$ cat config.mk
export PLATFORM = sky130hd
export DESIGN_NAME = trail_frame_writer
export DESIGN_NICKNAME = d
export VERILOG_FILES = /design/src/rtl/tron_pkg.sv /design/src/rtl/fb_addr_gen.sv /design/src/rtl/trail_frame_writer.sv
export SDC_FILE = /design/constraint.sdc
export NUM_CORES = 1
export LEC_CHECK = 0
export ABC_AREA = 1
export BUFFER_PORTS_ARGS = -buffer_cell sky130_fd_sc_hd__buf_2
export CAP_MARGIN = 15
export CORE_MARGIN = 2
export CORE_UTILIZATION = 41
export CTS_CLUSTER_SIZE = 8
export DETAILED_ROUTE_END_ITERATION = 8
export GPL_ROUTABILITY_DRIVEN = 0
export PLACE_DENSITY = 0.6
export REMOVE_ABC_BUFFERS = 1
export SETUP_SLACK_MARGIN = 0.05
export SYNTH_ARGS = -nofsm -noshare
export SYNTH_HDL_FRONTEND = slang
export SYNTH_SLANG_ARGS = --single-unit
$ cat constraint.sdc
create_clock -name Clk -period 3.8 [get_ports Clk]
set_input_delay 0.57 -clock Clk [delete_from_list [all_inputs] [get_ports Clk]]
set_output_delay 0.57 -clock Clk [all_outputs]
set_load 0.05 [all_outputs]
$ cat src/rtl/tron_pkg.sv
// Shared types and geometry for the frame-buffer writer.
//   dir_t       : bike heading, 00 up, 01 down, 10 left, 11 right
//   wr_state_t  : writer FSM states
//   off_x/off_y : trail-cell offset from the bike position, per heading
//   cell_ox/oy  : word-aligned cell origin in signed 11-bit pixel space
package tron_pkg;

   localparam int unsigned FB_W     = 640;
   localparam int unsigned FB_H     = 480;
   localparam int unsigned FB_WORDS = 153600;

   typedef enum logic [1:0] {UP = 2'b00, DOWN = 2'b01, LEFT = 2'b10, RIGHT = 2'b11} dir_t;

   typedef enum logic [2:0] {CLEAR, IDLE, LATCH, BLUE, RED} wr_state_t;

   // Offsets place the cell behind the bike, i.e. at its tail.
   function automatic logic signed [10:0] off_x(input dir_t d, input int unsigned ts);
      int v;
      case (d)
         UP, DOWN: v = -2;
         LEFT:     v = 32;
         default:  v = -4 - int'(ts);
      endcase
      return 11'(v);
   endfunction

   function automatic logic signed [10:0] off_y(input dir_t d, input int unsigned ts);
      int v;
      case (d)
         UP:      v = 16;
         DOWN:    v = -4 - int'(ts);
         default: v = -2;
      endcase
      return 11'(v);
   endfunction

   // Clearing bit 0 aligns the cell to a two-pixel word.
   function automatic logic signed [10:0] cell_ox(input logic [9:0] x, input dir_t d,
                                                  input int unsigned ts);
      logic signed [10:0] sum;
      sum = $signed({1'b0, x}) + off_x(d, ts);
      return sum & ~11'sd1;
   endfunction

   function automatic logic signed [10:0] cell_oy(input logic [9:0] y, input dir_t d,
                                                  input int unsigned ts);
      return $signed({1'b0, y}) + off_y(d, ts);
   endfunction

endpackage

$ cat src/rtl/fb_addr_gen.sv
// Pixel-to-word address mapping for the 640x480 frame buffer.
//   px, py    : signed 11-bit pixel coordinates (may lie off screen)
//   in_bounds : 1 when 0 <= px < 640 and 0 <= py < 480
//   addr      : word address px/2 + py*320 (meaningful only when in_bounds)
module fb_addr_gen (
   input  logic signed [10:0] px,
   input  logic signed [10:0] py,
   output logic               in_bounds,
   output logic [18:0]        addr
);
   logic [18:0] px_w;
   logic [18:0] py_w;

   always_comb begin
      in_bounds = !px[10] && (px[9:0] < 10'd640) && !py[10] && (py[9:0] < 10'd480);
      px_w      = {9'd0, px[9:0]};
      py_w      = {9'd0, py[9:0]};
      // py*320 as two shifts
      addr      = (px_w >> 1) + (py_w << 8) + (py_w << 6);
   end

endmodule

$ cat src/rtl/trail_frame_writer.sv
// Write side of the 640x480 4-bit-colour frame buffer.
// Clears the buffer after reset or clear_req, then on each frame_clk rise stamps a
// TRAIL_SZ x TRAIL_SZ cell behind each live bike (blue first, then red).
//   Clk, Reset (sync, active low), frame_clk (async ~60 Hz), clear_req (pulse)
//   blue_alive/red_alive, Blue/Red_X_real, Blue/Red_Y_real, Blue/Red_dir : bike state
//   Data_In, write_address, WE : registered frameRAM write port, one word per cycle
//   busy : FSM not idle;  clear_done : pulse with the last clear write
module trail_frame_writer
   import tron_pkg::*;
#(
   parameter int unsigned TRAIL_SZ   = 4,
   parameter logic [3:0]  BG_COLOR   = 4'h0,
   parameter logic [3:0]  BLUE_TRAIL = 4'h4,
   parameter logic [3:0]  RED_TRAIL  = 4'h6
) (
   input  logic        Clk,
   input  logic        Reset,
   input  logic        frame_clk,
   input  logic        clear_req,
   input  logic        blue_alive,
   input  logic        red_alive,
   input  logic [9:0]  Blue_X_real,
   input  logic [9:0]  Blue_Y_real,
   input  logic [9:0]  Red_X_real,
   input  logic [9:0]  Red_Y_real,
   input  logic [1:0]  Blue_dir,
   input  logic [1:0]  Red_dir,
   output logic [15:0] Data_In,
   output logic [18:0] write_address,
   output logic        WE,
   output logic        busy,
   output logic        clear_done
);
   localparam int unsigned RowW = $clog2(TRAIL_SZ);
   localparam int unsigned ColW = (TRAIL_SZ > 2) ? $clog2(TRAIL_SZ / 2) : 1;
   localparam int unsigned ClrW = $clog2(FB_WORDS);
   localparam logic [RowW-1:0] RowLast = RowW'(TRAIL_SZ - 1);
   localparam logic [ColW-1:0] ColLast = ColW'(TRAIL_SZ / 2 - 1);
   localparam logic [ClrW-1:0] ClrLast = ClrW'(FB_WORDS - 1);

   wr_state_t          state_q, state_d;
   logic               fc_s1_q, fc_s2_q, fc_s3_q;
   logic               frame_edge;
   logic               pending_q, pending_d;
   logic [ClrW-1:0]    clr_q, clr_d;
   logic [RowW-1:0]    row_q, row_d;
   logic [ColW-1:0]    col_q, col_d;
   logic signed [10:0] box_q, boy_q, rox_q, roy_q;
   logic               ralive_q;

   logic signed [10:0] px, py;
   logic               pix_ok;
   logic [18:0]        pix_addr;

   logic               wr_en, done_d;
   logic [18:0]        wr_addr;
   logic [3:0]         wr_col;

   logic [15:0]        data_q;
   logic [18:0]        addr_q;
   logic               we_q, done_q;

   assign frame_edge = fc_s2_q & ~fc_s3_q;

   always_comb begin
      px = ((state_q == RED) ? rox_q : box_q) + $signed({{(10 - ColW){1'b0}}, col_q, 1'b0});
      py = ((state_q == RED) ? roy_q : boy_q) + $signed({{(11 - RowW){1'b0}}, row_q});
   end

   fb_addr_gen u_addr (
      .px        (px),
      .py        (py),
      .in_bounds (pix_ok),
      .addr      (pix_addr)
   );

   always_comb begin
      state_d   = state_q;
      pending_d = pending_q;
      clr_d     = clr_q;
      row_d     = row_q;
      col_d     = col_q;
      wr_en     = 1'b0;
      wr_addr   = '0;
      wr_col    = BG_COLOR;
      done_d    = 1'b0;
      case (state_q)
         CLEAR: begin
            wr_en   = 1'b1;
            wr_addr = 19'(clr_q);
            if (clr_q == ClrLast) begin
               done_d  = 1'b1;
               state_d = IDLE;
            end else begin
               clr_d = clr_q + 1'b1;
            end
         end
         IDLE: begin
            if (frame_edge || pending_q) begin
               state_d   = LATCH;
               pending_d = 1'b0;
            end
         end
         LATCH: begin
            if (frame_edge) pending_d = 1'b1;
            row_d = '0;
            col_d = '0;
            // A dead bike's pass takes no cycles at all.
            if (blue_alive)     state_d = BLUE;
            else if (red_alive) state_d = RED;
            else                state_d = IDLE;
         end
         BLUE, RED: begin
            if (frame_edge) pending_d = 1'b1;
            // Off-screen words still use their slot so the pass length is fixed.
            wr_en   = pix_ok;
            wr_addr = pix_addr;
            wr_col  = (state_q == BLUE) ? BLUE_TRAIL : RED_TRAIL;
            if (col_q == ColLast) begin
               col_d = '0;
               if (row_q == RowLast) begin
                  row_d   = '0;
                  state_d = (state_q == BLUE && ralive_q) ? RED : IDLE;
               end else begin
                  row_d = row_q + 1'b1;
               end
            end else begin
               col_d = col_q + 1'b1;
            end
         end
         default: state_d = CLEAR;
      endcase
      // clear_req overrides everything: word 0 is written this cycle, sweep resumes at 1.
      if (clear_req) begin
         state_d   = CLEAR;
         pending_d = 1'b0;
         clr_d     = ClrW'(1);
         wr_en     = 1'b1;
         wr_addr   = '0;
         wr_col    = BG_COLOR;
         done_d    = 1'b0;
      end
   end

   always_ff @(posedge Clk) begin
      if (!Reset) begin
         state_q   <= CLEAR;
         fc_s1_q   <= 1'b0;
         fc_s2_q   <= 1'b0;
         fc_s3_q   <= 1'b0;
         pending_q <= 1'b0;
         clr_q     <= '0;
         row_q     <= '0;
         col_q     <= '0;
         box_q     <= '0;
         boy_q     <= '0;
         rox_q     <= '0;
         roy_q     <= '0;
         ralive_q  <= 1'b0;
         data_q    <= '0;
         addr_q    <= '0;
         we_q      <= 1'b0;
         done_q    <= 1'b0;
      end else begin
         state_q   <= state_d;
         fc_s1_q   <= frame_clk;
         fc_s2_q   <= fc_s1_q;
         fc_s3_q   <= fc_s2_q;
         pending_q <= pending_d;
         clr_q     <= clr_d;
         row_q     <= row_d;
         col_q     <= col_d;
         if (state_q == LATCH) begin
            box_q    <= cell_ox(Blue_X_real, dir_t'(Blue_dir), TRAIL_SZ);
            boy_q    <= cell_oy(Blue_Y_real, dir_t'(Blue_dir), TRAIL_SZ);
            rox_q    <= cell_ox(Red_X_real, dir_t'(Red_dir), TRAIL_SZ);
            roy_q    <= cell_oy(Red_Y_real, dir_t'(Red_dir), TRAIL_SZ);
            ralive_q <= red_alive;
         end
         data_q    <= {4'h0, wr_col, 4'h0, wr_col};
         addr_q    <= wr_addr;
         we_q      <= wr_en;
         done_q    <= done_d;
      end
   end

   assign Data_In       = data_q;
   assign write_address = addr_q;
   assign WE            = we_q;
   assign clear_done    = done_q;
   assign busy          = (state_q != IDLE);

endmodule
==> results of run 1 <==
-- through the flow --
stage | hold slack [ns] | util [%] | power, uW | setup slack [ns] | setup TNS, ns
6_report | 0.4020 | 48.32 | 2299 | 0.2604 | 0
5_1_grt | 0.4294 | 48.32 | 2402 | 0.03169 | 0
4_1_cts | 0.3948 | 47.32 | 2320 | 0.06174 | 0
3_5_place_dp | 0.4018 | 45.25 | 1322 | 0.007816 | 0
3_3_place_gp | 0.4038 | 45.25 | 1320 | 0.01729 | 0
2_1_floorplan | 0.3900 | - | 1236 | -0.8215 | -16.33
-- layout make-up --
| class | count | area [um2] | area share (%) |
|---|---|---|---|
| clock buffer | 10 | 239.0 | 2.983 |
| clock inverter | 6 | 92.59 | 1.156 |
| inverter | 149 | 559.3 | 6.980 |
| multi-input combinational | 737 | 4462 | 55.68 |
| sequential | 94 | 1883 | 23.50 |
| tap | 220 | 275.3 | 3.435 |
| timing repair buffer | 89 | 501.7 | 6.262 |
-- repair_timing --
item	in CTS	in global routing
buffers inserted	0	0
pin swaps	0	7
hold buffers	0	0
setup endpoints to repair	4	7
gates cloned	0	0
gates resized for setup	5	35
-- placed cells by master, fill, tap and decap left out, drive strengths merged, types with 16 or more instances in the layout --
| cell | n |
|---|---|
| buf | 89 |
| ha | 58 |
| a21oi | 85 |
| dfxtp | 94 |
| o21bai | 21 |
| inv | 150 |
| nor2 | 74 |
| nor3 | 22 |
| nand2 | 223 |
| nand4 | 16 |
| xor2 | 26 |
| nand3 | 70 |
| o21ai | 70 |
-- worst paths after layout --
kind	start	to	slack, ns	depth (start not counted)
worst max-delay path	state_q[1]	write_address[15]	0.26	20
worst min-delay path	frame_clk	fc_s1_q	0.40	3
worst max register to register	state_q[1]	write_address[15]	0.26	20
worst min register to register	fc_s1_q	fc_s2_q	0.42	2
-- power breakdown --
group / switching, uW / leakage (uW) / internal, uW
clock network: 404 / 0.000155 / 598
registers: 2.70 / 0.000759 / 989
logic: 197 / 0.00285 / 109
total: 603 / 0.00376 / 1700
-- flip-flops by register name (all words and copies together), names as in the netlist, 2 cells and up --
name	cells
write_address	19
clr_q	18
boy_q	11
roy_q	11
box_q	10
rox_q	10
state_q	3
Data_In	2
row_q	2
-- logic make-up after synthesis --
kind of cell | synth area share, %
DFF | 27.07
other | 0.05394
xor gates and xnor gates | 4.140
adders and majority gates | 12.17
and+or+nand+nor | 27.41
AOI/OAI and AO/OA | 17.26
buffers and inverters | 11.90
-- tightest hold or removal path: cells and delay by family --
family	cells	cell delay (ns)
buffers and inverters	2	0.12
AND/OR/NAND/NOR	1	0.04
-- routing by layer --
metal  track usage [%]  part of all wire (%)
met5                 0                     0
met2             30.56                    45
met4             5.205                   1.7
met1             24.51                    50
met3             3.099                   3.4
==> summary by stage, run 1 <==
Status
The run finished with clean final reports.

Floorplan
The floorplan step defined a die boundary enclosing 0.01801 mm2. From bottom edge to top edge, the die measures 134.2 um. The core region is 0.01658 mm2. The die span in x is 134.2 um.

In this run the core area contains 47 standard-cell rows. The initial core utilization is 41.92%. In this run the count of I/O pins placed on the die edge is 88.

Route
The final route contains 6,439 vias. Before antenna repair, the detailed router went through 5 iterations. The total wirelength of the detailed-routed design is 16,240 um. The average wire per standard cell is 12.45 um. The count of nets left with antenna violations after detail routing is 0. The routed via count divided by cell count is 4.934.

The number of design-rule violations left by the first detailed-router iteration is 352. The number of DRC violations after detailed routing is 0.

Logic synthesis
The average instance area after synthesis is 6.883 um2. The count of flip-flops with a built-in enable after synthesis is 0. In the synthesized netlist, the number of instances is 1,010. The sequential area share after synthesis is 27.07%. The top cell type by area accounts for 27.07% of the synthesized area. The area of the mapped netlist is 0.006952 mm2.

The commonest cells after synthesis are sky130_fd_sc_hd__nand2_1, sky130_fd_sc_hd__inv_1, sky130_fd_sc_hd__dfxtp_1, sky130_fd_sc_hd__a21oi_1, sky130_fd_sc_hd__nand3_1. The largest area contributor in the netlist is sky130_fd_sc_hd__dfxtp_1. The synthesized design contains 94 register bits. In the synthesized netlist the dominant register cell turns out to be sky130_fd_sc_hd__dfxtp_1. In this run, distinct cell masters in the synthesized netlist total 49.

By area the synthesized netlist is led by sky130_fd_sc_hd__dfxtp_1, sky130_fd_sc_hd__nand2_1, sky130_fd_sc_hd__ha_1. The number of warnings issued by yosys is 0. sky130_fd_sc_hd__nand2_1 is the most common cell in the netlist.

The share of flip-flops with an asynchronous set or reset is 0%.

Timing
The maximum clock frequency is 0.2825 GHz. Setup repair after global routing could not meet its margin everywhere. For the finished layout, the period the worst path requires is 3.540 ns. For the pin with the worst max-slew slack, the measured transition is 0.7722 ns. The total count of max-transition violations in the final report is 0. Setup violations remaining at the end of the flow were counted as 0. The headroom to the max-slew limit is 48.51%. On the final layout, the worst clock skew is 0.007129 ns. The count of final hold-check violations was 0. The fraction of the cycle the final worst path needs is 93.15%.

Placement
The standard cell area after detailed placement is 0.007503 mm2. During placement, the flow inserted port buffers numbering 73. Counting tap cells, the placed design contains a total of 1,289 instances. Summed over all nets, the half-perimeter wirelength after detailed placement is 12,490 um.

Final layout
The share of post-route cells with drive strength above 1 is 16.41%. After the flow finishes, the layout carries non-filler instances totaling 1,305. The finished cells cover 0.008013 mm2. The area added between synthesis and finish is 15.26%. The net count of the finished layout is 1,194. The diode insertion count for antenna repair is 0. The layout filler cell count is 1,744.

Clocking
Clock tree synthesis inserted a total of 9 buffers. After clock tree synthesis, the clock-pin slew on the worst setup and hold paths is 0.07 ns. The later pin in the worst-skew pair is clocked with a latency of 0.35 ns.

The cell at the root of the clock tree is sky130_fd_sc_hd__clkbuf_16. Counting every sink on the clock net gives 94. In this run the deepest clock path goes through 2 buffers. The clock tree from TritonCTS is yes. The clock tree synthesis step divided the H-tree into 3 levels.

Global route
The number of antenna violations at the first check in global routing is 0. Global routing used 18.36% of the available tracks. Entering global routing, the biggest net connects 57 pins. The wire length of the first global-routing pass is 27,230 um.

The number of global-route vias before repair was 5,897. After global routing the overflow that remains totals 0.

Worst setup path
The slowest stage of the critical path is the sky130_fd_sc_hd__fa_2 cell. STA puts the critical path data required time at 4.00 ns. The type of element launching the critical path is a register. The highest fanout seen on the critical path is 16.

The critical path contains buffers and inverters numbering 2 combined. On the critical path the largest part of the delay comes from adder cells. The worst setup path category is register to register. Walking the worst path, the cells encountered are nor2_4, nand2_4, buf_12, nand2_1, o21ai_2, ha_2, fa_2, nand3_2, nor2_4, xor2_2, ha_1, ha_1, buf_4, nand2_1, nor3_4, a21oi_2, o21bai_1, a21oi_1, o21ai_1, a21oi_1. Data arrives at the worst endpoint at 3.74 ns. The endpoint kind of the worst setup timing path is a register. The stage delay of the slowest cell on the critical path is 0.38 ns.

Power and ir drop
The analysis attributes to cell leakage a power of 0.003765 uW. The worst-case IR drop observed on VDD is 0.2031 mV. Dividing total power by cell area gives a power density of 287.0 mW/mm2.

Hold path
The min-delay analysis places its worst path in the category input pin to register.

Job
Across the run, the number of max-cap violations was 0.
Note: power is estimated with default switching activity, not from simulation.
==> inputs of run 2 (changes only) <==
Settings changed: ABC_AREA 1 to not set, GPL_TIMING_DRIVEN set to 0, PLACE_DENSITY 0.6 to 0.61.
==> run 2 against run 1 <==
- the flow now finishes with violations (setup timing)
- sequential share of layout area increased by 0.56 points
- fmax is 7.0% lower
- total power decreased by 4.9%
- register-to-register slack worse by 0.27 ns
- combinational power down 6%
- sequential power about the same
- final cell count down 20%
- setup slack lost 0.27 ns
- synthesized area is 9.4% lower
- critical endpoint is now write_address[16]
==> summary by stage, run 2 <==
Final layout
The area added between synthesis and finish is 24.89%. In the layout the commonest cells are sky130_fd_sc_hd__dfxtp_1, sky130_fd_sc_hd__nand2_1, sky130_fd_sc_hd__buf_2. The share of post-route cells with drive strength above 1 is 24.42% (+8.0 points). The number of nets in the finished design came to 969 (-19%). The cell area after layout is 0.007868 mm2 (-1.8%). The final standard cell count with taps included and fillers excluded is 1,048 (-20%). The diode insertion count for antenna repair came to 0 (unchanged). The number of flip-flops under the largest register name was 19 (unchanged). The leading cell type in the layout, fill and taps excluded is sky130_fd_sc_hd__dfxtp_1.

Logic synthesis
The count of cell types in the netlist is 66 (+35%). The count of flip-flops with a built-in enable after synthesis came to 0 (unchanged). The share of flip-flops with an asynchronous set or reset was 0% (unchanged). Ranked by instance count, the synthesized netlist is headed by sky130_fd_sc_hd__dfxtp_1, sky130_fd_sc_hd__nand2_1, sky130_fd_sc_hd__nor2_1, sky130_fd_sc_hd__ha_1, sky130_fd_sc_hd__a21oi_1.

Summed over all instances, the cell type with the most area after synthesis is sky130_fd_sc_hd__dfxtp_1. The sequential area share after synthesis is 29.87% (+2.8 points). The area of the mapped netlist is 0.006300 mm2 (-9.4%). The fraction of synthesized cell area taken by the top area cell type is 29.87% (+2.8 points). The primary flip-flop cell chosen by synthesis mapping is sky130_fd_sc_hd__dfxtp_1. The number of instances in the synthesized netlist is 764 (-24%).

The average instance area after synthesis was 8.246 um2 (+20%). By instance count, the leading cell after synthesis is sky130_fd_sc_hd__dfxtp_1. After synthesis, the cell types taking the most area are sky130_fd_sc_hd__dfxtp_1, sky130_fd_sc_hd__ha_1, sky130_fd_sc_hd__nand2_1.

The total of flip-flops plus latches after synthesis is 94 (unchanged). The number of warnings issued by yosys is 0 (unchanged).

Timing
The maximum clock frequency came to 0.2628 GHz (-7.0%). The worst hold slack across all endpoints is 0.4219 ns (+0.01989 ns). The total count of max-transition violations in the final report is 0 (unchanged). The slew at the pin with the worst max-slew slack is 0.7967 ns (+0.02442 ns).

The post-route setup TNS is -0.004991 ns (-0.004991 ns). Setup repair after global routing could not meet its margin everywhere. The final worst clock skew came to 0.01051 ns (+0.003384 ns). The final worst setup slack is -0.004991 ns (-0.2654 ns). The fraction of the cycle the final worst path needs is 100.1% (+7.0 points).

The count of final hold-check violations is 0 (unchanged). The minimum period implied by the final worst setup slack is 3.805 ns (+0.2654 ns). The total of endpoints with negative setup slack in the final report is 1 (+1).

The headroom to the max-slew limit is 46.89% (-1.6 points).

Hold path
The worst hold path begins at frame_clk. The path class of the lowest-slack min-delay path is input pin to register.

Global route
The wire length of the first global-routing pass is 25,100 um (-7.8%). The overall global routing resource usage is 18.94% (+0.58 points). The number of antenna violations at the first check in global routing was 0 (unchanged). The residual overflow from global routing is 0 (unchanged). The pin count of the biggest net entering global routing is 47 (-18%). The number of global-route vias before repair is 5,186 (-12%).

Worst setup path
STA classifies the critical path startpoint as a register. The highest fanout seen on the critical path was 6 (-10). The worst path required time came to 4.00 ns (about the same). The worst setup path category is register to register.

The worst setup path is captured at a register. The worst reg2reg path startpoint is state_q[1]. The most critical setup path has its startpoint at state_q[1].

The endpoint arrival time on the critical path is 4.01 ns (+0.27 ns).

Floorplan
The height of the chip was 128.0 um (-4.7%). The area of the placeable core is 0.01509 mm2 (-9.0%). The number of standard-cell rows in the floorplan is 45 (-4.3%). The die span in x is 128.0 um (-4.7%).

The initial core utilization is 41.75% (-0.17 points). The number of I/O pins is 88 (unchanged). The die area came to 0.01637 mm2 (-9.1%).

Power and ir drop
The part of the total power dissipated in combinational logic is 13.2% (about the same). The internal power component is 1633 uW (-3.7%). The worst vdd rail ir drop is 0.2389 mV (+18%).

The static leakage power is 0.003228 uW (-14%). The total power per unit cell area was 277.9 mW/mm2 (-3.2%). The net switching power was 553.4 uW (-8.3%). The fraction of power consumed by sequential logic is 45.2% (+2.1 points). The portion of total power attributed to the clock network is 41.6% (-2.0 points). The switching power share of the total is 25.31% (-0.93 points).

Clocking
The clock insertion delay at the later pin of the skew report is 0.35 ns (about the same). The number of sinks handled by clock tree synthesis is 94 (unchanged). The cell at the root of the clock tree is sky130_fd_sc_hd__clkbuf_16.

The number of buffers on the longest clock path was 2 (unchanged). The number of buffers inserted during clock tree synthesis is 9 (unchanged). The number of H-tree levels came to 3 (unchanged). TritonCTS built the clock tree. The clock-pin slew on the worst setup and hold paths is 0.06 ns (about the same).

Route
The number of design-rule violations left by the first detailed-router iteration is 312 (-11%). The count of nets left with antenna violations after detail routing is 0 (unchanged). The total via count after detailed routing is 5,655 (-12%). The average wire per standard cell was 14.86 um (+19%).

The routed via count divided by cell count is 5.396 (+9.4%). The total wirelength of the detailed-routed design is 15,570 um (-4.1%). The number of DRC violations after detailed routing is 0 (unchanged).

The number of iterations in the first detailed-routing pass came to 5 (unchanged).

Placement
The standard cell area after detailed placement is 0.006779 mm2 (-9.7%). The number of buffers added on ports was 73 (unchanged). The number of cells in the design after placement is 994 (-23%). The detailed placement HPWL came to 10,690 um (-14%). The worst slack at placement is -1.374 ns (-1.382 ns).

Status
The flow ran to the end, but the final reports show violations. The final reports fail on setup timing.

Job
The total of max-cap violations is 0 (unchanged).
run 2: cell types whose count changed in the layout (fill, tap and decap cells not counted), sizes merged, moves of 24 or more:
| cell | previous run | this run |
|---|---|---|
| nand2 | 223 | 90 |
| a21oi | 85 | 58 |
| buf | 89 | 113 |
| xnor2 | 6 | 33 |
| nand3 | 70 | 28 |
| inv | 150 | 26 |
| o21ai | 70 | 33 |
run 2: area by class of cell:
type | count | area, um2
Multi-Input combinational cell | 609 | 4568
Timing Repair Buffer | 114 | 775.7
Inverter | 27 | 101.3
Clock buffer | 13 | 250.2
Sequential cell | 94 | 1893
Fill cell | 1432 | 7222
Tap cell | 188 | 235.2
Clock inverter | 3 | 43.79
run 2: through the flow:
step	power [uW]	utilization, %
global route	2276	52.14
finish	2186	52.14
global placement	1293	44.42
detailed placement	1297	44.93
floorplan	1220	-
CTS	2198	50.06
run 2: critical path, cell delays in order, from the launching register on:
cell                       delay (ns)
sky130_fd_sc_hd__dfxtp_4         0.37
sky130_fd_sc_hd__or3b_4          0.47
sky130_fd_sc_hd__nand2_2         0.09
sky130_fd_sc_hd__nand2_2         0.06
sky130_fd_sc_hd__ha_4            0.19
sky130_fd_sc_hd__ha_4            0.19
sky130_fd_sc_hd__nand4_1         0.10
sky130_fd_sc_hd__nor3b_4         0.22
sky130_fd_sc_hd__a21oi_2         0.08
sky130_fd_sc_hd__xor2_1          0.15
sky130_fd_sc_hd__ha_1            0.33
sky130_fd_sc_hd__ha_1            0.29
sky130_fd_sc_hd__a21o_1          0.17
sky130_fd_sc_hd__a21oi_2         0.18
sky130_fd_sc_hd__buf_4           0.15
sky130_fd_sc_hd__o211a_1         0.18
sky130_fd_sc_hd__o21ai_1         0.08
sky130_fd_sc_hd__a311oi_2        0.25
sky130_fd_sc_hd__o41ai_2         0.10
run 2: power groups by stage:
stage	combinational, uW	clock (uW)	sequential (uW)
after CTS	285	924	989
final	288	909	989
after global placement	280	0	1010
after floorplan	202	0	1020
after detailed placement	283	0	1010
after global routing	323	964	989
run 2: timing repair:
item | 4_1_cts | 5_1_grt
gates cloned | 1 | 0
pin swaps | 24 | 33
hold buffers | 0 | 0
resized for setup | 56 | 32
endpoints found under the setup margin | 11 | 8
buffers inserted | 24 | 12
run 2: worst paths after layout:
kind	slack, ns	cells past startpoint	endpoint
hold reg to reg	0.44	1	fc_s2_q
hold / removal	0.42	2	fc_s1_q
setup reg to reg	-0.005	18	write_address[16]
setup / recovery	-0.005	18	write_address[16]
run 2: kinds of logic (layout without fill, tap and decap cells):
| family | Yosys count | in the layout | share of synthesized area [%] |
|---|---|---|---|
| AND/OR/NAND/NOR | 270 | 270 | 20.85 |
| AO/OA/AOI/OAI | 187 | 187 | 19.52 |
| flip-flops | 94 | 94 | 29.87 |
| buffers and inverters | 72 | 157 | 5.402 |
| adder cells (fa/ha/maj) | 64 | 64 | 13.43 |
| XOR/XNOR | 62 | 62 | 8.620 |
| multiplexers | 14 | 14 | 2.244 |
| other | 1 | 12 | 0.05953 |
run 2: per-layer routing:
metal	vias up	global-route usage, %	part of all wire, %
met3	13	3.965	4.3
met2	118	31.65	47
met5	-	0	0
met1	2638	25.15	48
li1	2886	-	-
met4	0	4.396	0.93
